### src/rtl/wb_uart_fifo.sv
// wb_uart_fifo: Wishbone-attached UART with byte FIFOs on the TX and RX paths.
// Even-parity framing is compiled in only when WB_UART_FIFO_PARITY_EN is defined;
// without it every frame is 8N1, CTRL[2] reads 0 and parity_err never sets.

module wb_uart_fifo_q #(
    parameter int DEPTH = 16
) (
    input  logic       clk_i,
    input  logic       rst_i,
    input  logic       push_i,
    input  logic       pop_i,
    input  logic [7:0] din_i,
    output logic [7:0] head_o,
    output logic       empty_o,
    output logic       full_o
);
    localparam int AW = (DEPTH > 1) ? $clog2(DEPTH) : 1;

    logic [AW:0] wr_q, wr_d, rd_q, rd_d;
    logic [7:0]  mem_q [DEPTH];

    assign empty_o = (wr_q == rd_q);
    assign full_o  = (wr_q[AW] != rd_q[AW]) && (wr_q[AW-1:0] == rd_q[AW-1:0]);
    assign head_o  = mem_q[rd_q[AW-1:0]];

    // Pointer advance; the extra MSB tells a full FIFO from an empty one.
    always_comb begin
        wr_d = wr_q + {{AW{1'b0}}, push_i};
        rd_d = rd_q + {{AW{1'b0}}, pop_i};
    end

    // Pointer registers.
    always_ff @(posedge clk_i or posedge rst_i) begin
        if (rst_i) begin
            wr_q <= '0;
            rd_q <= '0;
        end else begin
            wr_q <= wr_d;
            rd_q <= rd_d;
        end
    end

    // Storage array; contents are don't-care while empty, so no reset.
    always_ff @(posedge clk_i) begin
        if (push_i) begin
            mem_q[wr_q[AW-1:0]] <= din_i;
        end
    end
endmodule

module wb_uart_fifo #(
    parameter int          FIFO_DEPTH = 16,
    parameter logic [15:0] DIV_RESET  = 16'd868
) (
    input  logic        clk_i,
    input  logic        rst_i,
    input  logic        wb_cyc_i,
    input  logic        wb_stb_i,
    input  logic        wb_we_i,
    input  logic [2:0]  wb_adr_i,
    input  logic [31:0] wb_dat_i,
    output logic [31:0] wb_dat_o,
    output logic        wb_ack_o,
    output logic        wb_err_o,
    output logic        wb_stall_o,
    input  logic        uart_rx_i,
    output logic        uart_tx_o,
    output logic        irq_o
);
`ifdef WB_UART_FIFO_PARITY_EN
    localparam logic PAR_SUP = 1'b1;
`else
    localparam logic PAR_SUP = 1'b0;
`endif

    typedef enum logic [2:0] {S_IDLE = 3'd0, S_START = 3'd1, S_DATA = 3'd2, S_PAR = 3'd3, S_STOP = 3'd4} uart_state_e;

    logic        ack_q, ack_d, err_q, err_d, irq_q, irq_d;
    logic [31:0] dat_q, dat_d;
    logic [15:0] div_q, div_d;
    logic [2:0]  ctrl_q, ctrl_d;
    logic [3:0]  sticky_q, sticky_d, clr_s;
    logic [7:0]  status_s, tx_head_s, rx_head_s;
    logic        req_s, par_on_s, tx_push_s, tx_pop_s, rx_push_s, rx_pop_s;
    logic        tx_empty_s, tx_full_s, rx_empty_s, rx_full_s;
    logic        tx_push_ok_s, rx_push_ok_s, tx_ovf_set_s, rx_ovr_set_s, fe_set_s, pe_set_s;
    logic        unused_s;
    uart_state_e txs_q, txs_d, rxs_q, rxs_d;
    logic [15:0] tcnt_q, tcnt_d, tdiv_q, tdiv_d, rcnt_q, rcnt_d, rdiv_q, rdiv_d;
    logic [2:0]  tbit_q, tbit_d, rbit_q, rbit_d;
    logic [7:0]  tbyte_q, tbyte_d, rbyte_q, rbyte_d;
    logic        tx_q, tx_d, tend_s, load_s, rperr_q, rperr_d, rx_m_q, rx_s_q, rend_s, rhalf_s;

    assign unused_s     = ^wb_dat_i[31:16];
    assign req_s        = wb_cyc_i & wb_stb_i & ~ack_q & ~err_q;
    assign par_on_s     = ctrl_q[2];
    assign status_s     = {sticky_q, rx_full_s, rx_empty_s, tx_full_s, tx_empty_s};
    assign tx_push_ok_s = tx_push_s & (~tx_full_s | tx_pop_s);
    assign tx_ovf_set_s = tx_push_s & tx_full_s & ~tx_pop_s;
    assign rx_push_ok_s = rx_push_s & (~rx_full_s | rx_pop_s);
    assign rx_ovr_set_s = rx_push_s & rx_full_s & ~rx_pop_s;
    assign pe_set_s     = rx_push_s & rperr_q;
    assign tend_s       = (tcnt_q == tdiv_q - 16'd1);
    assign rend_s       = (rcnt_q == rdiv_q - 16'd1);
    assign rhalf_s      = (rcnt_q == {1'b0, rdiv_q[15:1]} - 16'd1);

    assign wb_dat_o   = dat_q;
    assign wb_ack_o   = ack_q;
    assign wb_err_o   = err_q;
    assign wb_stall_o = 1'b0;
    assign uart_tx_o  = tx_q;
    assign irq_o      = irq_q;

    wb_uart_fifo_q #(.DEPTH(FIFO_DEPTH)) u_tx_fifo (
        .clk_i(clk_i), .rst_i(rst_i), .push_i(tx_push_ok_s), .pop_i(tx_pop_s),
        .din_i(wb_dat_i[7:0]), .head_o(tx_head_s), .empty_o(tx_empty_s), .full_o(tx_full_s)
    );

    wb_uart_fifo_q #(.DEPTH(FIFO_DEPTH)) u_rx_fifo (
        .clk_i(clk_i), .rst_i(rst_i), .push_i(rx_push_ok_s), .pop_i(rx_pop_s),
        .din_i(rbyte_q), .head_o(rx_head_s), .empty_o(rx_empty_s), .full_o(rx_full_s)
    );

    // Bus decode: one-cycle ack/err, read mux and register side effects.
    always_comb begin
        ack_d = 1'b0; err_d = 1'b0; dat_d = 32'h0; div_d = div_q; ctrl_d = ctrl_q;
        clr_s = 4'h0; tx_push_s = 1'b0; rx_pop_s = 1'b0;
        if (req_s) begin
            if (wb_adr_i[2]) begin
                err_d = 1'b1;
            end else begin
                ack_d = 1'b1;
                case (wb_adr_i[1:0])
                    2'd0: if (wb_we_i) tx_push_s = 1'b1;
                          else begin
                              rx_pop_s = ~rx_empty_s;
                              dat_d    = rx_empty_s ? 32'h0 : {24'h0, rx_head_s};
                          end
                    2'd1: if (wb_we_i) clr_s = wb_dat_i[7:4]; else dat_d = {24'h0, status_s};
                    2'd2: if (wb_we_i) div_d = (wb_dat_i[15:0] < 16'd4) ? 16'd4 : wb_dat_i[15:0];
                          else dat_d = {16'h0, div_q};
                    2'd3: if (wb_we_i) ctrl_d = {wb_dat_i[2] & PAR_SUP, wb_dat_i[1:0]};
                          else dat_d = {29'h0, ctrl_q};
                    default: dat_d = 32'h0;
                endcase
            end
        end else begin
            dat_d = 32'h0;
        end
    end

    // Sticky error flags (set wins over clear) and the interrupt level.
    always_comb begin
        sticky_d = (sticky_q & ~clr_s) | {pe_set_s, fe_set_s, rx_ovr_set_s, tx_ovf_set_s};
        irq_d    = (ctrl_q[0] & ~rx_empty_s) | (ctrl_q[1] & tx_empty_s);
    end

    // Bus-facing and configuration registers.
    always_ff @(posedge clk_i or posedge rst_i) begin
        if (rst_i) begin
            ack_q <= 1'b0; err_q <= 1'b0; dat_q <= 32'h0; div_q <= DIV_RESET;
            ctrl_q <= 3'h0; sticky_q <= 4'h0; irq_q <= 1'b0;
        end else begin
            ack_q <= ack_d; err_q <= err_d; dat_q <= dat_d; div_q <= div_d;
            ctrl_q <= ctrl_d; sticky_q <= sticky_d; irq_q <= irq_d;
        end
    end

    // TX next state: each state lasts one latched divisor; STOP chains straight into START.
    always_comb begin
        txs_d = txs_q; tcnt_d = tcnt_q + 16'd1; tdiv_d = tdiv_q; tbit_d = tbit_q;
        tbyte_d = tbyte_q; tx_d = tx_q; tx_pop_s = 1'b0; load_s = 1'b0;
        case (txs_q)
            S_IDLE: begin
                tcnt_d = 16'd0;
                if (!tx_empty_s) load_s = 1'b1; else tx_d = 1'b1;
            end
            S_START: if (tend_s) begin
                txs_d = S_DATA; tcnt_d = 16'd0; tbit_d = 3'd0; tx_d = tbyte_q[0];
            end else txs_d = S_START;
            S_DATA: if (tend_s) begin
                tcnt_d = 16'd0;
                if (tbit_q == 3'd7) begin
                    if (par_on_s) begin txs_d = S_PAR;  tx_d = ^tbyte_q; end
                    else          begin txs_d = S_STOP; tx_d = 1'b1;     end
                end else begin
                    tbit_d = tbit_q + 3'd1; tx_d = tbyte_q[tbit_q + 3'd1];
                end
            end else txs_d = S_DATA;
            S_PAR: if (tend_s) begin
                txs_d = S_STOP; tcnt_d = 16'd0; tx_d = 1'b1;
            end else txs_d = S_PAR;
            S_STOP: if (tend_s) begin
                if (!tx_empty_s) load_s = 1'b1;
                else begin txs_d = S_IDLE; tcnt_d = 16'd0; tx_d = 1'b1; end
            end else txs_d = S_STOP;
            default: begin txs_d = S_IDLE; tcnt_d = 16'd0; tx_d = 1'b1; end
        endcase
        if (load_s) begin
            txs_d = S_START; tx_pop_s = 1'b1; tbyte_d = tx_head_s;
            tdiv_d = div_q; tcnt_d = 16'd0; tx_d = 1'b0;
        end else begin
            tx_pop_s = 1'b0;
        end
    end

    // TX state registers; tx_q resets high so the line idles at once.
    always_ff @(posedge clk_i or posedge rst_i) begin
        if (rst_i) begin
            txs_q <= S_IDLE; tcnt_q <= 16'd0; tdiv_q <= DIV_RESET; tbit_q <= 3'd0;
            tbyte_q <= 8'h0; tx_q <= 1'b1;
        end else begin
            txs_q <= txs_d; tcnt_q <= tcnt_d; tdiv_q <= tdiv_d; tbit_q <= tbit_d;
            tbyte_q <= tbyte_d; tx_q <= tx_d;
        end
    end

    // RX next state: validate start at half a bit, then sample mid-bit every divisor.
    always_comb begin
        rxs_d = rxs_q; rcnt_d = rcnt_q + 16'd1; rdiv_d = rdiv_q; rbit_d = rbit_q;
        rbyte_d = rbyte_q; rperr_d = rperr_q; rx_push_s = 1'b0; fe_set_s = 1'b0;
        case (rxs_q)
            S_IDLE: begin
                rcnt_d = 16'd0;
                if (!rx_s_q) begin rxs_d = S_START; rdiv_d = div_q; rperr_d = 1'b0; end
                else rxs_d = S_IDLE;
            end
            S_START: if (rhalf_s) begin
                rcnt_d = 16'd0; rbit_d = 3'd0; rxs_d = rx_s_q ? S_IDLE : S_DATA;
            end else rxs_d = S_START;
            S_DATA: if (rend_s) begin
                rcnt_d = 16'd0; rbyte_d[rbit_q] = rx_s_q;
                if (rbit_q == 3'd7) rxs_d = par_on_s ? S_PAR : S_STOP;
                else rbit_d = rbit_q + 3'd1;
            end else rxs_d = S_DATA;
            S_PAR: if (rend_s) begin
                rcnt_d = 16'd0; rperr_d = rx_s_q ^ (^rbyte_q); rxs_d = S_STOP;
            end else rxs_d = S_PAR;
            S_STOP: if (rend_s) begin
                rcnt_d = 16'd0; rxs_d = S_IDLE;
                if (!rx_s_q) fe_set_s = 1'b1; else rx_push_s = 1'b1;
            end else rxs_d = S_STOP;
            default: begin rxs_d = S_IDLE; rcnt_d = 16'd0; end
        endcase
    end

    // RX synchroniser and state registers.
    always_ff @(posedge clk_i or posedge rst_i) begin
        if (rst_i) begin
            rx_m_q <= 1'b1; rx_s_q <= 1'b1; rxs_q <= S_IDLE; rcnt_q <= 16'd0;
            rdiv_q <= DIV_RESET; rbit_q <= 3'd0; rbyte_q <= 8'h0; rperr_q <= 1'b0;
        end else begin
            rx_m_q <= uart_rx_i; rx_s_q <= rx_m_q; rxs_q <= rxs_d; rcnt_q <= rcnt_d;
            rdiv_q <= rdiv_d; rbit_q <= rbit_d; rbyte_q <= rbyte_d; rperr_q <= rperr_d;
        end
    end
endmodule

### config.mk
export PLATFORM = sky130hd
export DESIGN_NAME = wb_uart_fifo
export DESIGN_NICKNAME = d
export VERILOG_FILES = /design/src/rtl/wb_uart_fifo.sv
export SDC_FILE = /design/constraint.sdc
export NUM_CORES = 1
export LEC_CHECK = 0
export BUFFER_PORTS_ARGS = -buffer_cell sky130_fd_sc_hd__buf_2
export CORE_UTILIZATION = 55
export CTS_CLUSTER_DIAMETER = 80
export CTS_CLUSTER_SIZE = 12
export DETAILED_ROUTE_END_ITERATION = 6
export PLACE_DENSITY = 0.8
export RECOVER_POWER = 50
export SLEW_MARGIN = 5
export SYNTH_ARGS = -nofsm -noshare
export SYNTH_HDL_FRONTEND = slang
export SYNTH_SLANG_ARGS = --single-unit
### constraint.sdc
create_clock -name clk_i -period 13.4 [get_ports clk_i]
set_input_delay 2.68 -clock clk_i [delete_from_list [all_inputs] [get_ports clk_i]]
set_output_delay 2.68 -clock clk_i [all_outputs]
set_load 0.005 [all_outputs]
# ---- After elaboration in Yosys (flattened, before gate mapping)
# Memory sizes are Yosys's and may differ from the RTL's. A register that Yosys moved wholly into a read port is not among the register bits.
# Index checks and enable logic that the tools add are counted.
dict set report word_totals {
  ff_bits 165
  ramBits 256
  inputBits 41
  out_inout_bits 37
  word_cells 215
  n_memories 2
}
dict set report classes {
  addsub 11
  magnitude_cmp 4
  n_eq_ne 38
  mux 87
  bitwise 28
  n_reduce_logical 21
}
# name depth width read_ports rd_clocked_by_memory_dff wr line
set memory_table {}
lappend memory_table {u_rx_fifo.mem_q 16 8 1 0 1 20} ;# logic [7:0] mem_q [DEPTH];
lappend memory_table {u_tx_fifo.mem_q 16 8 1 1 1 20}
# cell n
set op_table {}
lappend op_table {{$mux 16} 8}
lappend op_table {{$pmux 32 s4} 1}
lappend op_table {{$mux 32} 2}
lappend op_table {{$pmux 16 s2} 2}
lappend op_table {{$eq 16x16->1} 3}
lappend op_table {{$mux 3} 16}
lappend op_table {{$mux 1} 37}
lappend op_table {{$add 16x1->16 const B} 2}
lappend op_table {{$sub 16x1->16 const B} 2}
lappend op_table {{$pmux 3 s5} 2}
lappend op_table {{$mux 8} 3}
lappend op_table {{$add 5x1->5} 4}
lappend op_table {{$reduce_and 4->1} 5}
lappend op_table {{$ne 2x2->1 const B} 9}
lappend op_table {{$lt 16x3->1 const B} 1}
lappend op_table {{$mux 4} 4}
lappend op_table {{$sub 15x1->16 const B} 1}
lappend op_table {{$ne 3x3->1 const B} 5}
lappend op_table {{$and 1x1->1} 12}
lappend op_table {{$eq 3x2->1 const B} 4}
lappend op_table {{$eq 3x3->1 const B} 4}
lappend op_table {{$pmux 3 s2} 2}
lappend op_table {{$eq 5x5->1} 2}
lappend op_table {{$not 1->1} 9}
lappend op_table {{28 further kinds} 49}

# ---- Logic depth before layout (Yosys ltp)
# Gate-level depths: netlist of run 1.
dict set report logic_depth {
  word_depth 10
  ltp_mapped 17
  mapped_depth_nobuf 13
}

# ---- Cells and area by module
# Synthesis of run 1 repeated with hierarchy kept, for this count alone.
dict set report unflattened {
  cells_unflattened 1347
  area_unflattened_um2 18815.5
}
# mod n_inst cells_each area_per_inst_um2 seq_area_each_um2
set by_module_without_submodules {}
lappend by_module_without_submodules {wb_uart_fifo 1 778 7773.7 3450.8}
lappend by_module_without_submodules {{wb_uart_fifo_q (u_tx_fifo)} 1 275 5539.1 4093.9}
lappend by_module_without_submodules {{wb_uart_fifo_q (u_rx_fifo)} 1 294 5502.8 4093.9}

# ---- Worst setup path before layout of run 1
# Ideal clock, no wire load.
dict set report synth_timing {
  path_type {input port to flip-flop}
  start {in wb_cyc_i}
  end {mem u_rx_fifo.mem_q[0][0], enable pin}
  setup_time_ps 398
  t_arrival_ps 5323
  required_ps 13002
  path_slack_ps 7679
  stages 8
  cell_sequence {nand2_1 > nor4_1 > nand2b_1 > clkbuf_1 > or3_1 > and3b_1 > nand4b_1 > nor4b_1}
}
dict set report synth_via {
  elab_chain_cells 8
}
# item line
set synth_rtl {}
lappend synth_rtl {{start: declaration} 57} ;# input logic wb_cyc_i,
lappend synth_rtl {{$and 1x1->1 (3 in series)} 95} ;# assign req_s = wb_cyc_i & wb_stb_i & ~ack_q & ~err_q;
lappend synth_rtl {{$mux 1} 128} ;# if (req_s) begin
lappend synth_rtl {{$or 1x1->1} 100} ;# assign rx_push_ok_s = rx_push_s & (~rx_full_s | rx_pop_s);
lappend synth_rtl {{$and 1x1->1} 100}
lappend synth_rtl {{$mux 1} 45} ;# if (push_i) begin
lappend synth_rtl {{$mux 1 (implied by the code)} 46} ;# mem_q[wr_q[AW-1:0]] <= din_i;
lappend synth_rtl {{end: declaration} 20}
# Every way passes these cells.

# ---- Worst setup path in the final report of run 1
dict set report layout_timing {
  start {reg rdiv_q[1]}
  end {mem u_rx_fifo.mem_q[6][4], enable pin}
}
dict set report layout_via {
  elab_chain_cells 7
}
# item line
set layout_rtl {}
lappend layout_rtl {{start: declaration} 89} ;# logic [15:0] tcnt_q, tcnt_d, tdiv_q, tdiv_d, rcnt_q, rcnt_d, rdiv_q, rdiv_d;
lappend layout_rtl {{start signal: assignment} 254} ;# rdiv_q <= rdiv_d; rbit_q <= rbit_d; rbyte_q <= rbyte_d; rperr_q <= rperr_d;
lappend layout_rtl {{$sub 16x1->16} 104} ;# assign rend_s = (rcnt_q == rdiv_q - 16'd1);
lappend layout_rtl {{$eq 16x16->1} 104}
lappend layout_rtl {{$mux 1} 239} ;# S_STOP: if (rend_s) begin
lappend layout_rtl {{$mux 1} 222} ;# case (rxs_q)
lappend layout_rtl {{$and 1x1->1} 100}
lappend layout_rtl {{$mux 1} 45}
lappend layout_rtl {{$mux 1 (implied by the code)} 46}
# Every way passes these cells.

==> results of run 1 <==
-- logic make-up (layout without fill, tap and decap cells) --
kind of cell             Yosys count  count (layout)  share of synthesized area, %
flip-flops                       413             413                          62.2
adder cells (fa/ha/maj)           17              17                          1.14
AND/OR/NAND/NOR                  357             357                          10.3
multiplexers                     149             149                          13.9
XOR/XNOR                         114             114                          5.34
buffers and inverters            109             177                          2.63
other                              1              20                        0.0200
AO/OA/AOI/OAI                    107             107                          4.45
-- per-stage QoR --
stage / util (%) / total power, W / instance area (µm²)
2_1_floorplan: - / 0.00199 / 18800
3_3_place_gp: 58.0 / 0.00212 / 19400
3_5_place_dp: 58.0 / 0.00215 / 19400
4_1_cts: 61.5 / 0.00318 / 20600
5_1_grt: 61.2 / 0.00328 / 20500
6_report: 61.3 / 0.00315 / 20500
-- power groups by stage --
stage	Sequential [W]	Clock, W	Combinational, W
floorplan	0.00150	0	0.000495
global placement	0.00154	0	0.000571
detailed placement	0.00155	0	0.000597
CTS	0.00153	0.00105	0.000605
global route	0.00154	0.00110	0.000645
finish	0.00153	0.00103	0.000597
-- synthesized netlist by cell type (all sizes together), types with 11 or more instances --
master	instances
dfrtp	139
o21ai	22
clkbuf	52
ha	17
buf	37
nor3	32
nor4	42
nand4	12
nand2	61
nor2	66
nand2b	18
and3	14
nor2b	15
inv	20
xnor2	67
xor2	47
mux4	82
nand3	38
and2	11
mux2	61
dfstp	18
edfxtp	256
-- layer usage --
| metal | global-route usage, % | vias to the layer above |
|---|---|---|
| met5 | 0 | - |
| met4 | 8.01 | 0 |
| met3 | 3.39 | 81 |
| met2 | 39.9 | 373 |
| met1 | 31.8 | 5659 |
| li1 | - | 4930 |
-- path summary, 6_finish.rpt --
kind	start	end	slack (ns)	cells past startpoint
max	rdiv_q[1]$_DFFE_PP0P_	u_rx_fifo.mem_q[6][4]$_DFFE_PP_	7.27	9
min	rx_m_q$_DFF_PP1_	rx_s_q$_DFF_PP1_	0.35	0
max reg2reg	rdiv_q[1]$_DFFE_PP0P_	u_rx_fifo.mem_q[6][4]$_DFFE_PP_	7.27	9
min reg2reg	rx_m_q$_DFF_PP1_	rx_s_q$_DFF_PP1_	0.35	0
max in group asynchronous	rst_i	u_rx_fifo.rd_q[0]$_DFF_PP0_	8.00	3
min in group asynchronous	rst_i	rdiv_q[13]$_DFFE_PP0P_	3.16	2
-- cell type report --
| class | instances | area share (%) |
|---|---|---|
| repair buffers | 83 | 2.35 |
| multi-input cells | 761 | 32.2 |
| flip-flops and latches | 413 | 56.7 |
| well taps | 448 | 2.73 |
| diodes | 3 | 0.0365 |
| clock buffers | 70 | 5.42 |
| inverters | 20 | 0.371 |
| clock inverters | 4 | 0.274 |
-- critical path: stages, from the launching register on --
cell,delay (ns)
dfrtp_1,0.45
inv_1,0.14
ha_1,0.53
nor4b_1,1.06
and4_1,0.34
a211oi_1,0.11
a211o_1,0.32
a2111oi_0,0.75
nand4b_1,0.80
nor3_1,1.24
-- registers in the layout, summed over array words and instances, names as in the netlist, 2 cells and up --
name / flops
u_tx_fifo.rd_q: 5
rbit_q: 3
tbyte_q: 8
u_tx_fifo.mem_q: 128
rbyte_q: 8
u_rx_fifo.mem_q: 128
sticky_q: 4
rcnt_q: 16
tbit_q: 3
ctrl_q: 2
txs_q: 3
u_tx_fifo.wr_q: 5
tdiv_q: 16
rdiv_q: 16
tcnt_q: 16
div_q: 16
u_rx_fifo.rd_q: 5
u_rx_fifo.wr_q: 5
rxs_q: 3
wb_dat_o: 16
==> flow_summary.json, run 1 <==
{
  "status": "complete, but fails checks",
  "violations": "max-capacitance violations, max-slew violations",
  "yosysSeqAreaShare_pct": 62.2,
  "drv_cap": 1,
  "dr.max_layer_used": "met4",
  "synth_top_area_share_pct": 41.1,
  "crit_required_ns": 13.54,
  "worstMarginPinSlew_ns": 3.43,
  "io_buffers": 44,
  "leakage_nw": 7.94,
  "cts_tree": "done",
  "synth_warnings": 0,
  "wl_per_cell_um": 22.3,
  "final_cell_count_no_fill": 1802,
  "wl_um": 40200,
  "arrival_ns": 6.27,
  "io_pins": 78,
  "timing.final.crit_period_ns": 6.13,
  "area_growth_pct": 9.83,
  "clk_path_buf_depth": 3,
  "max_freq_mhz": 163,
  "synthArstFlopShare_pct": 38.0,
  "synth_area_per_cell_um2": 14.8,
  "clockPowerShare_pct": 32.5,
  "die_h_um": 186,
  "grt_overflow": 0,
  "initial_core_util_pct": 55.8,
  "postCtsSetupRepairBufs": 0,
  "cts_resized": 0,
  "multiInputGateArea_um2": 6610,
  "cts_made_buffers": 40,
  "drv_slew": 80,
  "fp.coreArea_um2": 33500,
  "yosys.area.top_type": "edfxtp_1",
  "p_seq_share_pct": 48.5,
  "layout_common_cells": "edfxtp_1, dfrtp_1, mux4_2, xnor2_1, nor2_1",
  "ant_nets": 0,
  "swShare_pct": 27.1,
  "seq_area_um2": 11600,
  "cp_max_fo": 17,
  "power_density_nw_per_um2": 153,
  "layout_commonest_cell": "edfxtp_1",
  "die_area_um2": 34800,
  "hpwl_um": 26400,
  "cts.clk_slew.worst_paths_ns": 0.06,
  "dr.pass1.iters": 5,
  "grt_max_degree": 80,
  "h-tree-depth": 2,
  "setup_tns_ns": 0,
  "cts-root-buf": "clkbuf_16",
  "fin_worst_skew_ns": 0.0138,
  "met2_length_um": 20300,
  "vias": 11000,
  "start_kind": "flop",
  "internal_power_w": 0.00230,
  "syn_inst": 1267,
  "fin_crit_sh_pct": 45.7,
  "relSlewSlack_pct": -130,
  "drt_iter0_markers": 1143,
  "synth_ff_type": "edfxtp_1",
  "grt_pass1_vias": 11100,
  "met1_length_um": 16500,
  "worstSkewPairLatency_ns": 0.54,
  "dp_worst_setup_slack_ns": 7.09,
  "hold_class": "reg -> reg",
  "synth-seq-cells": 413,
  "antenna_found_initial": 3,
  "grt_pass1_wl_um": 63600,
  "dr_wl_met3_um": 2270,
  "syn-cell-area_um2": 18700,
  "num_rows": 67,
  "synth_cell_types": 78,
  "cp-end-kind": "flop",
  "place_inst": 1725,
  "nFillCells": 2503,
  "grtUsageTotal_pct": 23.7,
  "post_drt_via_cell_ratio": 6.13,
  "holdWs_ns": 0.355,
  "rsz0062_at_grt": "false",
  "chipWidth_um": 186,
  "comb_power_share_pct": 19.0,
  "gp_congestion": 0.900,
  "cts_sinks": 413,
  "p_switching_w": 0.000854,
  "ys_top_cells_by_area": "edfxtp_1, dfrtp_1, mux4_2, mux2_2, xnor2_1",
  "cts_hold_buffers": 0,
  "path_class": "reg -> reg",
  "finalHoldViolCount": 0,
  "fin_nets": 1377,
  "irDropWorstVdd_mv": 0.122,
  "worst_slack_ns": 7.27,
  "synth_edf_count": 256,
  "setup_violations": 0,
  "drive_gt1_share_pct": 21.2,
  "drc_errors": 0
}
No activity file was read; power rests on OpenSTA's default activity.
==> run 2: changes to the inputs <==
ABC_AREA = 1   (was default)
clock period = 6 ns   (was 13.4 ns; I/O delays follow)
==> run 2 against run 1 <==
  * The run ends with design-rule violations, max-capacitance violations, max-slew violations left
  * Combinational power increased by 1%
  * Clock power up 120%
  * Via count increased by 27%
  * Power up 91%
  * Synthesized area up 3.8%
  * First-iteration DRC count rose by 11%
  * Clock-buffer cell count shrank 1
  * Utilization is 0.55 points lower
  * Final area grew 2.3%
  * Clock skew fell by 0.0011 ns
  * Cell count up 37%
  * Synthesized cell count rose by 54%
  * Largest power group unchanged
  * Highest routed layer unchanged
==> flow_summary.json, run 2 <==
{
  "place_inst": 2395,
  "reg2reg_depth": 20,
  "cts_hold_buffers": 0,
  "max_freq_mhz": 237,
  "synthArstFlopShare_pct": 38.0,
  "hp-start": "rx_m_q$_DFF_PP1_",
  "holdPathStages": 0,
  "synthMuxAreaShare_pct": 1.15,
  "synth_cell_types": 54,
  "hold_class": "reg -> reg",
  "total_power_w": 0.00600,
  "die_h_um": 190,
  "wl_per_cell_um": 17.9,
  "cts_sinks": 413,
  "io_buffers": 44,
  "leakage_nw": 8.72,
  "internal_power_w": 0.00450,
  "startpoint": "rst_i",
  "seq_area_um2": 11600,
  "yosys.area.top_type": "edfxtp_1",
  "path_delay_family": "buffers and inverters",
  "drv_slew": 59,
  "fin_worst_skew_ns": 0.0127,
  "area_growth_pct": 8.29,
  "critPathBufInv": 3,
  "cp_common_cell": "clkbuf_1",
  "post_drt_via_cell_ratio": 5.69,
  "cts.clk_slew.worst_paths_ns": 0.06,
  "relSlewSlack_pct": -99.3,
  "worstMarginPinSlew_ns": 2.99,
  "dr.pass1.iters": 7,
  "yosysMostFrequentCell": "nand2_1",
  "layout_common_cells": "nand2_1, nor2_1, edfxtp_1, inv_1, dfrtp_1",
  "synth_top_family_by_area": "simple AND/OR/NAND/NOR gates",
  "cpPeakStageDelay_ns": 2.18,
  "arrival_ns": 4.21,
  "synth_top_area_share_pct": 39.6,
  "cts_tree": "done",
  "comb_power_share_pct": 10.1,
  "synthXorXnorAreaFrac_pct": 4.63,
  "clockPowerShare_pct": 38.1,
  "multiInputGateArea_um2": 6810,
  "drt_iter0_markers": 1265,
  "gp_congestion": 0.885,
  "drive_gt1_share_pct": 6.96,
  "synth_warnings": 0,
  "synth_ff_type": "edfxtp_1",
  "synth-simple-area-share_pct": 19.4,
  "vias": 14000,
  "final_util_pct": 60.7,
  "grt_pass1_vias": 13400,
  "fin_crit_sh_pct": 70.2,
  "wl_um": 44100,
  "ys_top_cells_by_area": "edfxtp_1, dfrtp_1, nand2_1, nor2_1, o21ai_0",
  "swShare_pct": 25.1,
  "io_pins": 78,
  "cts_resized": 0,
  "timing.final.crit_period_ns": 4.21,
  "p_switching_w": 0.00151,
  "hpwl_um": 29700,
  "finalHoldViolCount": 0,
  "grt_overflow": 0,
  "grt_pass1_wl_um": 70200,
  "r2r_end": "u_tx_fifo.rd_q[4]$_DFF_PP0_",
  "path_class": "in -> async",
  "start_kind": "input port",
  "cts-root-buf": "clkbuf_16",
  "worstSkewPairLatency_ns": 0.56,
  "ant_nets": 0,
  "synth_area_per_cell_um2": 9.92,
  "p_seq_share_pct": 51.8,
  "layout_commonest_cell": "nand2_1",
  "synth_commonest_cells": "nand2_1, nor2_1, edfxtp_1",
  "initial_core_util_pct": 56.1,
  "violations": "design-rule violations, max-capacitance violations, max-slew violations",
  "path_cells": "clkbuf_1, inv_6, clkbuf_1",
  "status": "complete, but fails checks",
  "synth_edf_count": 256,
  "synth_compound_area_share_pct": 8.51,
  "die_area_um2": 36100,
  "regToRegSetupSlack_ns": 2.39,
  "grt_max_degree": 101,
  "setup_tns_ns": 0,
  "cp-end-kind": "asynchronous set/reset pin",
  "postCtsSetupRepairBufs": 0,
  "cpMaxStageDelayCell": "clkbuf_1",
  "rsz0062_at_grt": "false",
  "crit_required_ns": 6.00,
  "antenna_found_initial": 0,
  "chipWidth_um": 190,
  "drc_errors": 11,
  "cp_max_fo": 100,
  "grtUsageTotal_pct": 24.9,
  "yosysSeqAreaShare_pct": 59.9,
  "setup_violations": 0,
  "holdPathEnd": "rx_s_q$_DFF_PP1_",
  "syn-cell-area_um2": 19400,
  "power_density_nw_per_um2": 286,
  "synth-seq-cells": 413,
  "num_rows": 68,
  "r2r_start": "tdiv_q[0]$_DFFE_PP0N_",
  "cts_made_buffers": 40,
  "nFillCells": 2731,
  "clk_path_buf_depth": 3,
  "final_cell_count_no_fill": 2467,
  "irDropWorstVdd_mv": 0.232,
  "syn_inst": 1957,
  "yosys.area_share.adder_pct": 1.10,
  "fin_nets": 2040,
  "fp.coreArea_um2": 34600,
  "antenna_cells": 0,
  "h-tree-depth": 2,
  "drv_cap": 1
}
==> run 2: cell count changes in the layout (fill, tap and decap cells not counted), sizes merged, moves of 59 or more <==
cell	delta
o21ai	+131
inv	+143
nor2	+282
nand2	+296
mux4	-82
nand3	+67
mux2	-59
==> run 2: kinds of logic (layout without fill, tap and decap cells) <==
group                      count (synthesis)  after routing
muxes                                     22             22
and+or+nand+nor                          882            882
adders and majority gates                 17             17
other                                      1             17
buffers and inverters                    249            288
AOI/OAI and AO/OA                        273            273
xor gates and xnor gates                 100            100
DFF                                      413            413
==> run 2: final cells by class <==
type,instances,share of cell area (%)
flip-flops and latches,413,55.4
multi-input cells,1311,32.4
clock inverters,3,0.161
clock buffers,69,5.28
inverters,166,2.99
repair buffers,50,1.12
well taps,455,2.71
==> run 2: through the flow <==
stage / hold slack [ns] / worst slack [ns] / instance area [µm²]
floorplan: 0.345 / 0.595 / 19500
global placement: 0.348 / 2.04 / 19900
detailed placement: 0.349 / 1.98 / 19900
CTS: 0.358 / 2.39 / 21100
global route: 0.371 / 0.970 / 21000
finish: 0.362 / 1.79 / 21000
==> run 2: power groups by stage <==
stage	Clock [W]	Combinational, W	Sequential, W
after global routing	0.00243	0.000661	0.00312
after CTS	0.00232	0.000600	0.00311
final	0.00229	0.000605	0.00311
after detailed placement	0	0.000588	0.00317
after global placement	0	0.000559	0.00316
after floorplan	0	0.000417	0.00314
==> run 2: routing by layer <==
metal	global-route usage, %	vias to the layer above	share of wire, %
li1	-	6648	-
met1	35.0	6738	43
met2	40.6	583	48
met3	3.36	77	7.7
met4	7.23	0	2.2
met5	0	-	0
==> run 2: worst max-delay path by stage <==
stage	end	slack [ns]	cells after the start
finish	tcnt_q[15]$_DFF_PP0_	1.79	3
global placement	u_tx_fifo.mem_q[0][7]$_DFFE_PP_	2.04	10
global route	sticky_q[3]$_DFF_PP0_	0.97	3
floorplan	ctrl_q[0]$_DFFE_PP0P_	0.59	1
detailed placement	u_tx_fifo.mem_q[0][1]$_DFFE_PP_	1.98	10
CTS	u_tx_fifo.rd_q[4]$_DFF_PP0_	2.39	20
==> run 2: worst register-to-register path: stages, from the launching register on <==
cell,delay (ns)
dfrtp_1,0.39
inv_1,0.10
ha_1,0.21
inv_1,0.10
nor2_1,0.09
nand2_1,0.08
nor2_1,0.14
nand2_1,0.06
nand2_1,0.06
nand2_1,0.04
nor2_1,0.09
nand2_1,0.06
nor2_1,0.12
nand3_2,0.16
nand2_1,0.13
nand3_2,0.59
inv_2,0.43
ha_1,0.24
ha_1,0.19
nand2_1,0.08
xnor2_1,0.13
==> run 3: changes to the inputs <==
clock period = 4.1 ns   (was 6 ns; I/O delays follow)
==> run 3 against run 2 <==
  * The run ends with max-capacitance violations, max-slew violations left
  * Clock-buffer cell count is 2 lower
  * Clock skew is 0.0056 ns higher
  * First-iteration DRC count is 7.5% higher
  * Largest cell class unchanged
==> flow_summary.json, run 3 (synthesized netlist as in run 2, its figures left out) <==
{
  "postCtsSetupRepairBufs": 0,
  "relSlewSlack_pct": -30.3,
  "path_class": "reg -> reg",
  "rsz0062_at_grt": "false",
  "cts_resized": 0,
  "fp.coreArea_um2": 34600,
  "cpPeakStageDelay_ns": 0.67,
  "grt_max_degree": 83,
  "ant_nets": 0,
  "cp_max_fo": 8,
  "worst_slack_ns": 0.545,
  "drv_cap": 2,
  "post_drt_via_cell_ratio": 5.69,
  "fin_crit_sh_pct": 86.7,
  "regToRegSetupSlack_ns": 0.55,
  "grt_pass1_vias": 13600,
  "grt_overflow": 0,
  "nFillCells": 2706,
  "num_rows": 68,
  "fin_worst_skew_ns": 0.0183,
  "vias": 14100,
  "cts.clk_slew.worst_paths_ns": 0.06,
  "h-tree-depth": 2,
  "critPathBufInv": 1,
  "timing.final.crit_period_ns": 3.55,
  "leakage_nw": 8.86,
  "clk_path_buf_depth": 3,
  "violations": "max-capacitance violations, max-slew violations",
  "cts_hold_buffers": 0,
  "setup_violations": 0,
  "max_freq_mhz": 281,
  "cp-end-kind": "flop",
  "reg2reg_depth": 11,
  "wl_per_cell_um": 17.9,
  "cts_sinks": 413,
  "die_h_um": 190,
  "path_delay_family": "simple AND/OR/NAND/NOR gates",
  "area_growth_pct": 9.18,
  "r2r_start": "rdiv_q[0]$_DFFE_PP0P_",
  "initial_core_util_pct": 56.1,
  "chipWidth_um": 190,
  "status": "complete, but fails checks",
  "die_area_um2": 36100,
  "finalHoldViolCount": 0,
  "cpMaxStageDelayCell": "nor2_1",
  "hold_class": "in -> async",
  "cts_made_buffers": 40,
  "power_density_nw_per_um2": 417,
  "fin_nets": 2058,
  "dr.pass1.iters": 5,
  "crit_required_ns": 4.27,
  "layout_common_cells": "nand2_1, nor2_1, edfxtp_1, inv_1, dfrtp_1",
  "r2r_end": "u_rx_fifo.mem_q[15][3]$_DFFE_PP_",
  "grtUsageTotal_pct": 25.4,
  "layout_commonest_cell": "nand2_1",
  "drc_errors": 0,
  "setup_tns_ns": 0,
  "path_cells": "inv_1, ha_1, nand2_2, nor2_4, xor2_2, nand3_2, nor3_4, nand3_2, nor2_4, nand4_2, nor2_1",
  "irDropWorstVdd_mv": 0.410,
  "hpwl_um": 30100,
  "grt_pass1_wl_um": 71400,
  "dp_worst_setup_slack_ns": 0.463,
  "io_buffers": 44,
  "worstMarginPinSlew_ns": 1.95,
  "start_kind": "flop",
  "io_pins": 78,
  "total_power_w": 0.00883,
  "wl_um": 44600,
  "gp_congestion": 0.949,
  "antenna_cells": 0,
  "antenna_found_initial": 0,
  "drt_iter0_markers": 1360,
  "arrival_ns": 3.73,
  "cts-root-buf": "clkbuf_16",
  "drv_slew": 158,
  "drive_gt1_share_pct": 8.58,
  "cts_tree": "done",
  "worstSkewPairLatency_ns": 0.56
}
run 3: cell count changes in the layout (fill, tap and decap cells not counted), moves of 2 or more:
cell and delta:
buf_2 +9, buf_4 +18, clkbuf_1 -13, clkbuf_2 +2, inv_6 -2
run 3: layer usage:
| layer | vias up | global-route usage (%) | wire, µm | share of wire (%) |
|---|---|---|---|---|
| met5 | - | 0 | 0 | 0 |
| met4 | 0 | 9.74 | 1620 | 3.6 |
| met3 | 115 | 2.91 | 3060 | 6.9 |
| met2 | 586 | 40.8 | 20900 | 47 |
| met1 | 6749 | 35.5 | 19000 | 43 |
| li1 | 6696 | - | - | - |
run 3: area by class of cell:
class / instances / area (µm²) / area share [%]
clock buffers: 67 / 1100 / 5.20
inverters: 166 / 624 / 2.95
flip-flops and latches: 413 / 11600 / 54.9
multi-input cells: 1311 / 6820 / 32.2
well taps: 455 / 569 / 2.69
repair buffers: 68 / 384 / 1.81
clock inverters: 4 / 60.1 / 0.283
run 3: through the flow:
stage | instances | utilization, % | cell area, µm² | hold slack (ns)
global placement | 2413 | 57.9 | 20100 | 0.347
CTS | 2484 | 61.3 | 21200 | 0.135
global route | 2484 | 61.2 | 21200 | 0.153
floorplan | 1973 | - | 19500 | 0.345
finish | 2484 | 61.2 | 21200 | 0.143
detailed placement | 2413 | 57.9 | 20100 | 0.350
run 3: worst max path at each step:
stage / slack, ns / to / startpoint / depth (start not counted)
floorplan: 1.31 / ctrl_q[0]$_DFFE_PP0P_ / rst_i / 1
global placement: 0.64 / u_tx_fifo.mem_q[15][6]$_DFFE_PP_ / wb_cyc_i / 10
detailed placement: 0.46 / u_tx_fifo.mem_q[8][5]$_DFFE_PP_ / wb_cyc_i / 10
CTS: 0.58 / u_rx_fifo.mem_q[15][3]$_DFFE_PP_ / rdiv_q[0]$_DFFE_PP0P_ / 11
global route: 0.27 / u_rx_fifo.mem_q[15][3]$_DFFE_PP_ / rdiv_q[0]$_DFFE_PP0P_ / 12
finish: 0.55 / u_rx_fifo.mem_q[15][3]$_DFFE_PP_ / rdiv_q[0]$_DFFE_PP0P_ / 11
run 3: power breakdown:
group          switching [W]  internal [W]
clock                0.00151       0.00189
sequential         0.0000434       0.00449
combinational       0.000646      0.000258
total                0.00220       0.00664
run 3: worst reg2reg max path: stages (launching register included):
cell and delay [ns]:
dfrtp_1 0.42, inv_1 0.21, ha_1 0.31, nand2_2 0.13
nor2_4 0.21, xor2_2 0.26, nand3_2 0.15, nor3_4 0.25
nand3_2 0.12, nor2_4 0.26, nand4_2 0.19, nor2_1 0.67
